File: src/rtl/serial_bit_subtractor_if.sv
// serial_bit_subtractor_if
//   Request/response bundle for serial_bit_subtractor.
//   master : requester (drives start, a, b, bw_in; observes results)
//   slave  : subtractor (consumes the request; drives diff, bw_out, busy, done)
//   Ports  : start, a[WIDTH], b[WIDTH], bw_in  -> subtractor
//            diff[WIDTH], bw_out, busy, done    <- subtractor
//            ovf <- subtractor, only when SERIAL_SUB_OVF_EN is defined
interface serial_bit_subtractor_if #(
    parameter int unsigned WIDTH = 8
) ();
    logic             start;
    logic [WIDTH-1:0] a;
    logic [WIDTH-1:0] b;
    logic             bw_in;
    logic [WIDTH-1:0] diff;
    logic             bw_out;
    logic             busy;
    logic             done;
`ifdef SERIAL_SUB_OVF_EN
    logic             ovf;

    modport master (output start, a, b, bw_in,
                    input  diff, bw_out, busy, done, ovf);
    modport slave  (input  start, a, b, bw_in,
                    output diff, bw_out, busy, done, ovf);
`else
    modport master (output start, a, b, bw_in,
                    input  diff, bw_out, busy, done);
    modport slave  (input  start, a, b, bw_in,
                    output diff, bw_out, busy, done);
`endif
endinterface

File: src/rtl/serial_bit_subtractor.sv
// serial_bit_subtractor
//   Bit-serial subtractor: diff = a - b - bw_in (mod 2^WIDTH), one bit per
//   clock, LSB first. Result appears WIDTH cycles after start is accepted.
//   Ports:
//     clk  - rising-edge clock
//     rst  - asynchronous active-low reset
//     bus  - serial_bit_subtractor_if.slave (start/a/b/bw_in in,
//            diff/bw_out/busy/done out, ovf out when enabled)
//   Configuration:
//     SERIAL_SUB_OVF_EN - when defined, adds registered two's-complement
//                         overflow flag ovf, updated together with diff.
module serial_bit_subtractor #(
    parameter int unsigned WIDTH = 8
) (
    input  logic                    clk,
    input  logic                    rst,
    serial_bit_subtractor_if.slave  bus
);
    localparam int unsigned CW = (WIDTH > 2) ? $clog2(WIDTH) : 1;

    typedef enum logic [1:0] {
        IDLE  = 2'd0,
        SHIFT = 2'd1,
        DONE  = 2'd2
    } state_t;

    state_t           state, state_nxt;
    logic [WIDTH-1:0] a_sh, b_sh, r_sh;
    logic [WIDTH-1:0] diff_q;
    logic             bw, bw_out_q;
    logic [CW-1:0]    cnt;
    logic             d, bw_nxt, last;
    logic             busy_c, done_c;

    // Per-bit full subtractor on the current LSBs.
    always_comb begin
        d      = a_sh[0] ^ b_sh[0] ^ bw;
        bw_nxt = (~a_sh[0] & b_sh[0]) | (~(a_sh[0] ^ b_sh[0]) & bw);
        last   = (cnt == CW'(WIDTH - 1));
    end

    always_ff @(posedge clk or negedge rst) begin
        if (!rst) state <= IDLE;
        else      state <= state_nxt;
    end

    always_comb begin
        state_nxt = state;
        busy_c    = 1'b0;
        done_c    = 1'b0;
        case (state)
            IDLE: begin
                if (bus.start) state_nxt = SHIFT;
            end
            SHIFT: begin
                busy_c = 1'b1;
                if (last) state_nxt = DONE;
            end
            DONE: begin
                done_c    = 1'b1;
                state_nxt = bus.start ? SHIFT : IDLE;
            end
            default: state_nxt = IDLE;
        endcase
    end

`ifdef SERIAL_SUB_OVF_EN
    // Operand sign bits are shifted out of a_sh/b_sh, so keep copies.
    logic a_msb, b_msb, ovf_q;
`endif

    always_ff @(posedge clk or negedge rst) begin
        if (!rst) begin
            a_sh     <= '0;
            b_sh     <= '0;
            r_sh     <= '0;
            bw       <= 1'b0;
            cnt      <= '0;
            diff_q   <= '0;
            bw_out_q <= 1'b0;
`ifdef SERIAL_SUB_OVF_EN
            a_msb    <= 1'b0;
            b_msb    <= 1'b0;
            ovf_q    <= 1'b0;
`endif
        end else begin
            case (state)
                IDLE, DONE: begin
                    if (bus.start) begin
                        a_sh <= bus.a;
                        b_sh <= bus.b;
                        bw   <= bus.bw_in;
                        cnt  <= '0;
`ifdef SERIAL_SUB_OVF_EN
                        a_msb <= bus.a[WIDTH-1];
                        b_msb <= bus.b[WIDTH-1];
`endif
                    end
                end
                SHIFT: begin
                    a_sh <= a_sh >> 1;
                    b_sh <= b_sh >> 1;
                    r_sh <= {d, r_sh[WIDTH-1:1]};
                    bw   <= bw_nxt;
                    cnt  <= cnt + 1'b1;
                    if (last) begin
                        // Final bit goes straight to the output register.
                        diff_q   <= {d, r_sh[WIDTH-1:1]};
                        bw_out_q <= bw_nxt;
`ifdef SERIAL_SUB_OVF_EN
                        ovf_q    <= (a_msb ^ b_msb) & (a_msb ^ d);
`endif
                    end
                end
                default: ;
            endcase
        end
    end

    assign bus.diff   = diff_q;
    assign bus.bw_out = bw_out_q;
    assign bus.busy   = busy_c;
    assign bus.done   = done_c;
`ifdef SERIAL_SUB_OVF_EN
    assign bus.ovf    = ovf_q;
`endif

endmodule

File: src/flat_wrapper.sv
// flat-port wrapper written by rule: the top's interface ports become plain ports
module serial_bit_subtractor_flat 
#(
    parameter int unsigned WIDTH = 8
)
  (clk, rst, bus_start, bus_a, bus_b, bus_bw_in, bus_diff, bus_bw_out, bus_busy, bus_done);
  serial_bit_subtractor_if #(.WIDTH(WIDTH)) bus_i ();
  input  logic clk;
  input  logic rst;
  input wire logic [$bits(bus_i.start)-1:0] bus_start;
  input wire logic [$bits(bus_i.a)-1:0] bus_a;
  input wire logic [$bits(bus_i.b)-1:0] bus_b;
  input wire logic [$bits(bus_i.bw_in)-1:0] bus_bw_in;
  output wire logic [$bits(bus_i.diff)-1:0] bus_diff;
  output wire logic [$bits(bus_i.bw_out)-1:0] bus_bw_out;
  output wire logic [$bits(bus_i.busy)-1:0] bus_busy;
  output wire logic [$bits(bus_i.done)-1:0] bus_done;
  assign bus_i.start = bus_start;
  assign bus_i.a = bus_a;
  assign bus_i.b = bus_b;
  assign bus_i.bw_in = bus_bw_in;
  assign bus_diff = bus_i.diff;
  assign bus_bw_out = bus_i.bw_out;
  assign bus_busy = bus_i.busy;
  assign bus_done = bus_i.done;
  serial_bit_subtractor #(.WIDTH(WIDTH)) u_core (.clk(clk), .rst(rst), .bus(bus_i));
endmodule
File: config.mk
export PLATFORM = sky130hd
export DESIGN_NAME = serial_bit_subtractor_flat
export DESIGN_NICKNAME = d
export VERILOG_FILES = /design/src/rtl/serial_bit_subtractor_if.sv /design/src/rtl/serial_bit_subtractor.sv /design/src/flat_wrapper.sv
export SDC_FILE = /design/constraint.sdc
export NUM_CORES = 1
export LEC_CHECK = 0
export CAP_MARGIN = 20
export CORE_UTILIZATION = 56
export CTS_CLUSTER_DIAMETER = 80
export DETAILED_ROUTE_END_ITERATION = 10
export GPL_TIMING_DRIVEN = 0
export PLACE_DENSITY = 0.95
export RECOVER_POWER = 100
export SYNTH_ARGS = -nofsm -noshare
export SYNTH_HDL_FRONTEND = slang
export SYNTH_SLANG_ARGS = --single-unit
File: constraint.sdc
create_clock -name clk -period 4.45 [get_ports clk]
set_input_delay 1.1125 -clock clk [delete_from_list [all_inputs] [get_ports clk]]
set_output_delay 1.1125 -clock clk [all_outputs]
set_load 0.02 [all_outputs]
-- After elaboration in Yosys (flattened, before gate mapping)
Cells that the tools add are included.
- flip-flop bits (word level): 39
- output and inout port bits: 11
- word-level logic and storage cells: 42
- $add $sub $neg: 1
- eq/ne operators: 6
- multiplexer cells: 14
- bitwise operators: 7
- reduce and logical (&&, ||, !) cells: 6
- operator list (operator ; number):
    $pmux 8 s2 ; 2
    $mux 8 ; 2
    $pmux 2 s3 ; 1
    $pmux 3 s2 ; 1
    $reduce_and 2->1 ; 3
    $mux 1 ; 4
    $mux 2 ; 2
    $ne 2x2->1 const B ; 2
    $add 3x1->3 const B ; 1
    $eq 3x3->1 const B ; 1
    $mux 3 ; 1
    $and 1x1->1 ; 2
    $eq 2x1->1 const B ; 1
    $eq 2x2->1 const B ; 1
    $logic_not 2->1 ; 1
    $ne 2x1->1 const B ; 1
    $not 1->1 ; 2
    $pmux 1 s2 ; 1
    $reduce_bool 2->1 ; 1
    $reduce_or 2->1 ; 1
    $xor 1x1->1 ; 2
    $or 1x1->1 ; 1

-- Logic depth before layout (Yosys ltp)
Gate-level depths: netlist of the first run.
- depth in word-level cells: 5
- gate-level depth with buffers: 6
- gate-level depth less buffers: 5

-- Least setup slack after synthesis of the first run
Ideal clock, no wire load.
- path kind: register to output
- from: register u_core.state[1]
- to: output bus_busy
- arrival: 0.872 ns
- required time: 3.338 ns
- setup slack: 2.465 ns
- stages on the path, launching flop included: 5
- cells stage by stage: dfrtp_1 -> nand2b_1 -> buf_6 -> inv_6 -> buf_6
- word-level cells in the longest chain between the ends: 2
- ends and longest elaborated chain (item ; line ; text):
    start, declared ; serial_bit_subtractor.sv:27 ; state_t state, state_nxt;
    start signal, assigned ; serial_bit_subtractor.sv:44 ; else state <= state_nxt;
    $eq 2x1->1 ; serial_bit_subtractor.sv:51 ; case (state)
    $mux 1 ; serial_bit_subtractor.sv:51 ;
    end, declared ; flat_wrapper.sv:16 ; output wire logic [$bits(bus_i.busy)-1:0] bus_busy;
No other way between the ends.

-- Final worst setup path of the first run
Ends and elaborated chain as after synthesis.

==> results of run 1 <==
## worst max-delay path, cell delays in order (launching register included)
cell                            delay (ns)
sky130_fd_sc_hd__dfrtp_1              0.41
sky130_fd_sc_hd__nand2b_1             0.17
sky130_fd_sc_hd__buf_6                0.15
sky130_fd_sc_hd__clkinvlp_2           0.23
sky130_fd_sc_hd__clkbuf_1             0.40
sky130_fd_sc_hd__dlygate4sd3_1        0.74
## final timing paths
kind,end,cells after the start
max,bus_busy,5
min,u_core.bus.diff[5]$_DFFE_PN0P_,1
max reg2reg,u_core.bus.diff[3]$_DFFE_PN0P_,5
min reg2reg,u_core.bus.diff[5]$_DFFE_PN0P_,1
max in group asynchronous,u_core.a_sh[2]$_DFFE_PN0P_,1
min in group asynchronous,u_core.bus.bw_out$_DFFE_PN0P_,1
## report_power, final
| part | leakage [nW] | internal [W] | switching [W] |
|---|---|---|---|
| clock network | 0.0374 | 0.000118 | 0.000121 |
| registers | 0.462 | 0.000510 | 0.000106 |
| logic | 0.444 | 0.000314 | 0.000353 |
| total | 0.944 | 0.000941 | 0.000580 |
## cell usage in the layout (no fill, tap or decap), types with 2 or more instances in the layout
cell,instances
sky130_fd_sc_hd__clkbuf_4,5
sky130_fd_sc_hd__nor3_1,9
sky130_fd_sc_hd__ha_1,2
sky130_fd_sc_hd__buf_6,2
sky130_fd_sc_hd__a21oi_1,5
sky130_fd_sc_hd__clkdlybuf4s50_1,17
sky130_fd_sc_hd__nor2_1,11
sky130_fd_sc_hd__o22ai_1,9
sky130_fd_sc_hd__a211oi_1,5
sky130_fd_sc_hd__mux2i_1,5
sky130_fd_sc_hd__clkinvlp_4,2
sky130_fd_sc_hd__clkbuf_1,5
sky130_fd_sc_hd__mux2_2,3
sky130_fd_sc_hd__o21ai_0,3
sky130_fd_sc_hd__a22o_1,4
sky130_fd_sc_hd__buf_4,3
sky130_fd_sc_hd__inv_1,3
sky130_fd_sc_hd__dfrtp_1,38
sky130_fd_sc_hd__nor2b_1,7
sky130_fd_sc_hd__dlygate4sd3_1,12
sky130_fd_sc_hd__nand3_1,2
sky130_fd_sc_hd__nand2_1,23
sky130_fd_sc_hd__mux2_1,7
## metal layers
metal | global-route usage, % | part of all wire [%] | vias up
li1 | - | - | 607
met2 | 40.1 | 52 | 37
met3 | 4.91 | 4.0 | 11
met4 | 13.9 | 2.6 | 0
met5 | 0 | 0 | -
met1 | 30.2 | 42 | 629
## cell families (layout without fill, tap and decap cells)
kind of cell	count (synthesis)	after routing
and+or+nand+nor	55	55
DFF	38	38
AOI/OAI and AO/OA	27	27
muxes	16	16
buffers and inverters	14	52
adders and majority gates	3	3
xor gates and xnor gates	1	1
## cell type report
type	instances	area (sq um)	area share (%)
plain buffers	10	65.1	3.06
multi-input cells	102	662	31.2
clock buffers	5	37.5	1.77
flip-flops and latches	38	951	44.8
inverters	4	16.3	0.766
clock inverters	3	45.0	2.12
repair buffers	30	294	13.8
well taps	42	52.6	2.47
## metrics by stage
| stage | utilization [%] | hold WS [ns] | instances |
|---|---|---|---|
| 2_1_floorplan | - | 0.446 | 154 |
| 3_3_place_gp | 73.4 | 0.460 | 226 |
| 3_5_place_dp | 73.2 | 0.494 | 226 |
| 4_1_cts | 76.1 | 0.520 | 234 |
| 5_1_grt | 73.8 | 0.523 | 234 |
| 6_report | 73.8 | 0.504 | 234 |
## sequential cells by signal, summed over array words and instances (netlist names)
signal,flops
u_core.state,2
u_core.bw,1
u_core.bus.bw_out,1
u_core.r_sh,7
u_core.b_sh,8
u_core.cnt,3
u_core.a_sh,8
u_core.bus.diff,8
==> results by group, run 1 <==
Outcome
  • Result of the run: finished with violations
  • Violations in the final reports: design-rule violations, max-capacitance violations, max-slew violations

Timing
  • Setup skew after layout: around 0.01 ns
  • Final-report max-slew violation count: 39
  • Post-route fraction of the period consumed by the critical path: around 80%
  • Min Tclk post-route: 3.56 ns
  • Actual transition at the worst max-transition pin: around 2 ns
  • Slew margin rel.: -31.3%
  • Final Worst Setup Slack: ~0.89 ns
  • Final-report hold violation count: 0
  • RSZ-0062 raised after global routing: false
  • Maximum operating frequency: between 200 and 300 MHz
  • Accumulated negative setup slack: 0 ns
  • Final setup fails: 0

Setup path
  • Critical path endpoint category: primary output
  • Worst-path fanout max: 10
  • Worst Setup Start Kind: flop
  • Setup Crit Path Kind: reg -> out
  • Critical path launch point: u_core.state[1]$_DFFE_PN0P_
  • Data arrival, critical path: around 2.4 ns
  • Reg2reg setup slack: 2.55 ns
  • CP required: about 3.3 ns
  • Source of the worst register-to-register timing path: u_core.cnt[0]$_DFFE_PN0P_

Clocking
  • Sinks on the clock net: 38
  • H-tree depth: 2
  • Clock insertion delay at the later pin of the skew report: roughly 0.35 ns
  • Clock buffer depth: 2
  • Root Buffer Master: sky130_fd_sc_hd__clkbuf_4
  • Post-CTS clock slew at the launch and capture registers of the worst setup and hold paths: 0.12 ns
  • Total clock buffers created by CTS: 5
  • Total setup buffers inserted after CTS: 0
  • TritonCTS clock tree: yes
  • Cells resized by post-CTS repair: 0
  • Hold buffer count at cts: 0

Placed design
  • Final weighted congestion in routability-driven placement: 0.754
  • Total placed instance area: around 2100 sq um
  • Number of buffers inserted by port buffering: 30
  • DP Wirelength: ~2500 um
  • Setup WS pre-CTS: between 1.5 and 2 ns

Drt
  • Via count: between 1000 and 1500
  • Count of unresolved DRC violations after routing: 3
  • 1st-pass router iterations: 7
  • Routed vias/inst: between 5 and 6
  • Antenna-violating nets left: 0
  • Iteration-0 DRC Markers: 48
  • Overall routed net length: about 3600 um
  • Routed wire length per instance: about 15 um

Power
  • Total Power: ~0.0015 W
  • Worst IR drop on VDD: about 0.00034 V
  • Leakage: 0.944 nW
  • Power density over cell area: 716 nW/um^2

Logic synthesis
  • Synthesized-area fraction occupied by ao, oa, aoi and oai cells: between 10% and 20%
  • Synth top area share: between 50 and 60%
  • Number of flops mapped to enable cells by yosys: 0
  • Largest cells by area after synthesis: sky130_fd_sc_hd__dfrtp_1 (54%), sky130_fd_sc_hd__mux2_4 (6.8%), sky130_fd_sc_hd__nand2_1 (4.9%), sky130_fd_sc_hd__o22ai_1 (3.2%), sky130_fd_sc_hd__mux2i_1 (2.8%)
  • Proportion of synthesized chip area in sequential cells: between 50% and 60%
  • Fraction of the mapped netlist area in simple logic gates: about 15%
  • Cell area after synthesis: between 1500 and 2000 sq um
  • Unique cell type count in the Yosys netlist: 28
  • Multiplexer share of the synthesized area: 11.6%
  • Average size of a mapped cell: 11.4 sq um
  • Synthesized Nets: 177
  • Top FF cell, synth: sky130_fd_sc_hd__dfrtp_1
  • Largest family of logic cells by synthesized area: simple AND/OR/NAND/NOR gates
  • Yosys top cell by area: sky130_fd_sc_hd__dfrtp_1
  • Synth top cells by count: sky130_fd_sc_hd__dfrtp_1 (38), sky130_fd_sc_hd__nand2_1 (23), sky130_fd_sc_hd__nor2_1 (11)
  • Async set-or-reset flop fraction in the synthesized netlist: 100%
  • Most frequent cell after synthesis: sky130_fd_sc_hd__dfrtp_1
  • Xor and xnor fraction of the mapped netlist area: less than 1%
  • Synth warn: 0
  • Cell count after synthesis: about 150
  • Flops & latches, synth: 38
  • Synth Area in Adders: 2.56%

Floorplan
  • Std-Cell Core Area: ~2900 sq um
  • Number of placement rows: 19
  • DIE WIDTH: approximately 58 um
  • Vertical extent of the die: 58.1 um
  • Number of placed I/O pins: 31
  • Initial Util: between 60 and 70%
  • Floorplan die area: 3370 sq um

Worst hold path
  • Hold Path Origin: u_core.bus.diff[5]$_DFFE_PN0P_
  • Path class of the lowest-slack min-delay path: reg -> reg

GRT
  • Global-route usage over all layers: 24.4%
  • Initial antenna violation count: 0
  • Pin count of the biggest net entering global routing: 39
  • Global-route wire length before repair: 6040 um
  • Gr ovfl total: 0
  • Vias in the first global route: around 1300

Final layout
  • Area added between synthesis and finish: 20.7%
  • Antenna diode count: 0
  • Fraction of layout cells with a size suffix above 1: 10.4%
  • Nets: 214
  • Fillers: between 200 and 250
  • Total non-filler cell area in the finished layout: approximately 2100 sq um

Job
  • Number of violations of the max-capacitance limit: 1
Power figures use the tool's default switching activity.
==> run 2, diff against run 1 <==
CORE_UTILIZATION = 52   (was 56)
PLACE_DENSITY = 0.9   (was 0.95)
clock period = 3.7 ns   (was 4.45 ns; I/O delays follow)
==> run 2 against run 1 <==
The flow finishes with violations (max-capacitance violations, max-slew violations). Final area rose by 0.59%. Routed wire length down 3.4%. Register-to-register slack worse by 0.74 ns. Largest power group unchanged. Highest routed layer unchanged. Global-route usage fell by 1.8 points. Die area rose by 7.4%. Via count decreased by 0.70%. Cell count is 0.85% higher. Worst setup slack got worse by 0.38 ns. Sequential power is 20% higher. Clock power increased by 9.6%.
==> results by group, run 2 (synthesis results as in run 1) <==
GRT
  • Pin count of the biggest net entering global routing: 39
  • Global-route wire length before repair: 5650 um
  • Initial antenna violation count: 0
  • Gr ovfl total: 0
  • Global-route usage over all layers: between 20% and 30%
  • Vias in the first global route: 1217

Outcome
  • Result of the run: finished with violations
  • Violations in the final reports: max-capacitance violations, max-slew violations

Clocking
  • Hold buffer count at cts: 0
  • Clock buffer depth: 2
  • Post-CTS clock slew at the launch and capture registers of the worst setup and hold paths: between 0.1 and 0.15 ns
  • Sinks on the clock net: 38
  • Total clock buffers created by CTS: 5
  • Clock insertion delay at the later pin of the skew report: approximately 0.34 ns
  • TritonCTS clock tree: yes
  • Root Buffer Master: sky130_fd_sc_hd__clkbuf_4
  • Cells resized by post-CTS repair: 0
  • H-tree depth: 2
  • Total setup buffers inserted after CTS: 0

Power
  • Power density over cell area: 841 nW/um^2
  • Internal power: between 0.001 and 0.0015 W
  • Part of the power in registers: around two fifths
  • Switching Share: a little under two fifths
  • Leakage: approximately 0.96 nW
  • Worst IR drop on VDD: approximately 0.00038 V
  • Clock network fraction of design power: between 10% and 20%
  • Net load switching power: ~0.00067 W
  • Proportion of power drawn by combinational gates: between 40% and 50%

Timing
  • Min Tclk post-route: between 3 and 4 ns
  • Slew margin rel.: -29.3%
  • Post-route fraction of the period consumed by the critical path: 86.1%
  • Accumulated negative setup slack: 0 ns
  • Actual transition at the worst max-transition pin: approximately 1.9 ns
  • Final Worst Setup Slack: about 0.52 ns
  • Final setup fails: 0
  • Final-report hold violation count: 0
  • Final-report max-slew violation count: 39
  • RSZ-0062 raised after global routing: false
  • Setup skew after layout: slightly below 0.005 ns
  • Maximum operating frequency: 314 MHz

Drt
  • Highest metal layer with signal wires: met4
  • Antenna-violating nets left: 0
  • Via count: roughly 1300
  • Sum of met2 wire segment lengths after detailed routing: 1820 um
  • Count of unresolved DRC violations after routing: 0
  • Routed vias/inst: between 5 and 6
  • 1st-pass router iterations: 4
  • Overall routed net length: approximately 3400 um
  • Total routed wire length on the met1 layer: about 1400 um
  • Routed wire length per instance: ~15 um
  • Iteration-0 DRC Markers: 43
  • Routed wire length on met3: roughly 160 um

Placed design
  • Final weighted congestion in routability-driven placement: a little under 0.8
  • Total placed instance area: roughly 2100 sq um
  • Setup WS pre-CTS: roughly 1.3 ns
  • Number of buffers inserted by port buffering: 30
  • Total placed cells including tap cells: about 230
  • DP Wirelength: approximately 2500 um

Final layout
  • Area of the multi-input gates: about 670 sq um
  • Fillers: between 200 and 250
  • Post-Layout Cell Count: approximately 240
  • Area added between synthesis and finish: 21.4%
  • Total non-filler cell area in the finished layout: about 2100 sq um
  • Fraction of layout cells with a size suffix above 1: between 10% and 20%
  • Antenna diode count: 0
  • Total area of sequential cells: 951 sq um
  • Post-Route Utilization: between 60% and 70%
  • Nets: 214
  • Commonest non-fill, non-tap cells in the layout: sky130_fd_sc_hd__dfrtp_1 (38), sky130_fd_sc_hd__nand2_1 (23), sky130_fd_sc_hd__clkdlybuf4s50_1 (17), sky130_fd_sc_hd__dlygate4sd3_1 (12), sky130_fd_sc_hd__nor2_1 (11)
  • Most common cell after layout, fill and taps aside: sky130_fd_sc_hd__dfrtp_1

Floorplan
  • Number of placement rows: 20
  • Vertical extent of the die: ~60 um
  • Std-Cell Core Area: around 3100 sq um
  • Floorplan die area: ~3600 sq um
  • Number of placed I/O pins: 31
  • Initial Util: a little under three fifths
  • DIE WIDTH: around 60 um

Setup path
  • CP required: between 2 and 3 ns
  • Worst Setup Start Kind: flop
  • Data arrival, critical path: approximately 2.3 ns
  • Worst-path fanout max: 10
  • Setup Crit Path Kind: reg -> out
  • Critical path endpoint category: primary output

Worst hold path
  • Path class of the lowest-slack min-delay path: reg -> reg

Job
  • Number of violations of the max-capacitance limit: 1
-- run 2: cell count changes in the layout (fill, tap and decap cells not counted), sizes merged --
cell      change
clkinvlp      -3
clkbuf        +3
inv           +1
bufinv        -1
-- run 2: path summary, 6_finish.rpt --
check	slack (ns)	depth (start not counted)	from	to
max in group asynchronous	1.49	1	rst	u_core.bus.diff[3]$_DFFE_PN0P_
min in group asynchronous	1.11	1	rst	u_core.r_sh[1]$_DFFE_PN0N_
worst max-delay path	0.52	5	u_core.state[1]$_DFFE_PN0P_	bus_busy
worst min register to register	0.50	1	u_core.bus.diff[6]$_DFFE_PN0P_	u_core.bus.diff[6]$_DFFE_PN0P_
worst min-delay path	0.50	1	u_core.bus.diff[6]$_DFFE_PN0P_	u_core.bus.diff[6]$_DFFE_PN0P_
worst max register to register	1.81	5	u_core.cnt[0]$_DFFE_PN0P_	u_core.bus.diff[5]$_DFFE_PN0P_
-- run 2: through the flow --
stage | total power [W] | hold WS, ns
global route | 0.00194 | 0.509
global placement | 0.00157 | 0.461
CTS | 0.00189 | 0.502
floorplan | 0.00134 | 0.446
finish | 0.00180 | 0.496
detailed placement | 0.00163 | 0.483
-- run 2: metal layers --
| layer | global-route usage (%) | up-vias |
|---|---|---|
| met4 | 8.64 | 0 |
| li1 | - | 611 |
| met2 | 39.2 | 37 |
| met1 | 24.9 | 620 |
| met3 | 8.66 | 7 |
| met5 | 0 | - |
-- run 2: area by class of cell --
| class | instances | area share, % |
|---|---|---|
| inverter | 4 | 0.937 |
| clock buffer | 8 | 3.69 |
| timing repair buffer | 30 | 13.8 |
| buffer | 10 | 3.05 |
| sequential | 38 | 44.5 |
| tap | 44 | 2.58 |
| multi-input combinational | 102 | 31.5 |
-- run 2: worst max-delay path, cell delays in order, from the launching register on --
cell	delay, ns
sky130_fd_sc_hd__dfrtp_1	0.41
sky130_fd_sc_hd__nand2b_1	0.16
sky130_fd_sc_hd__buf_6	0.15
sky130_fd_sc_hd__inv_6	0.09
sky130_fd_sc_hd__clkbuf_1	0.37
sky130_fd_sc_hd__dlygate4sd3_1	0.74
-- run 2: power by group through the flow --
stage	Sequential, W	Combinational (W)	Clock [W]
2_1_floorplan	0.000777	0.000563	0
3_3_place_gp	0.000737	0.000832	0
3_5_place_dp	0.000753	0.000874	0
4_1_cts	0.000744	0.000885	0.000264
5_1_grt	0.000762	0.000886	0.000290
6_report	0.000738	0.000796	0.000262
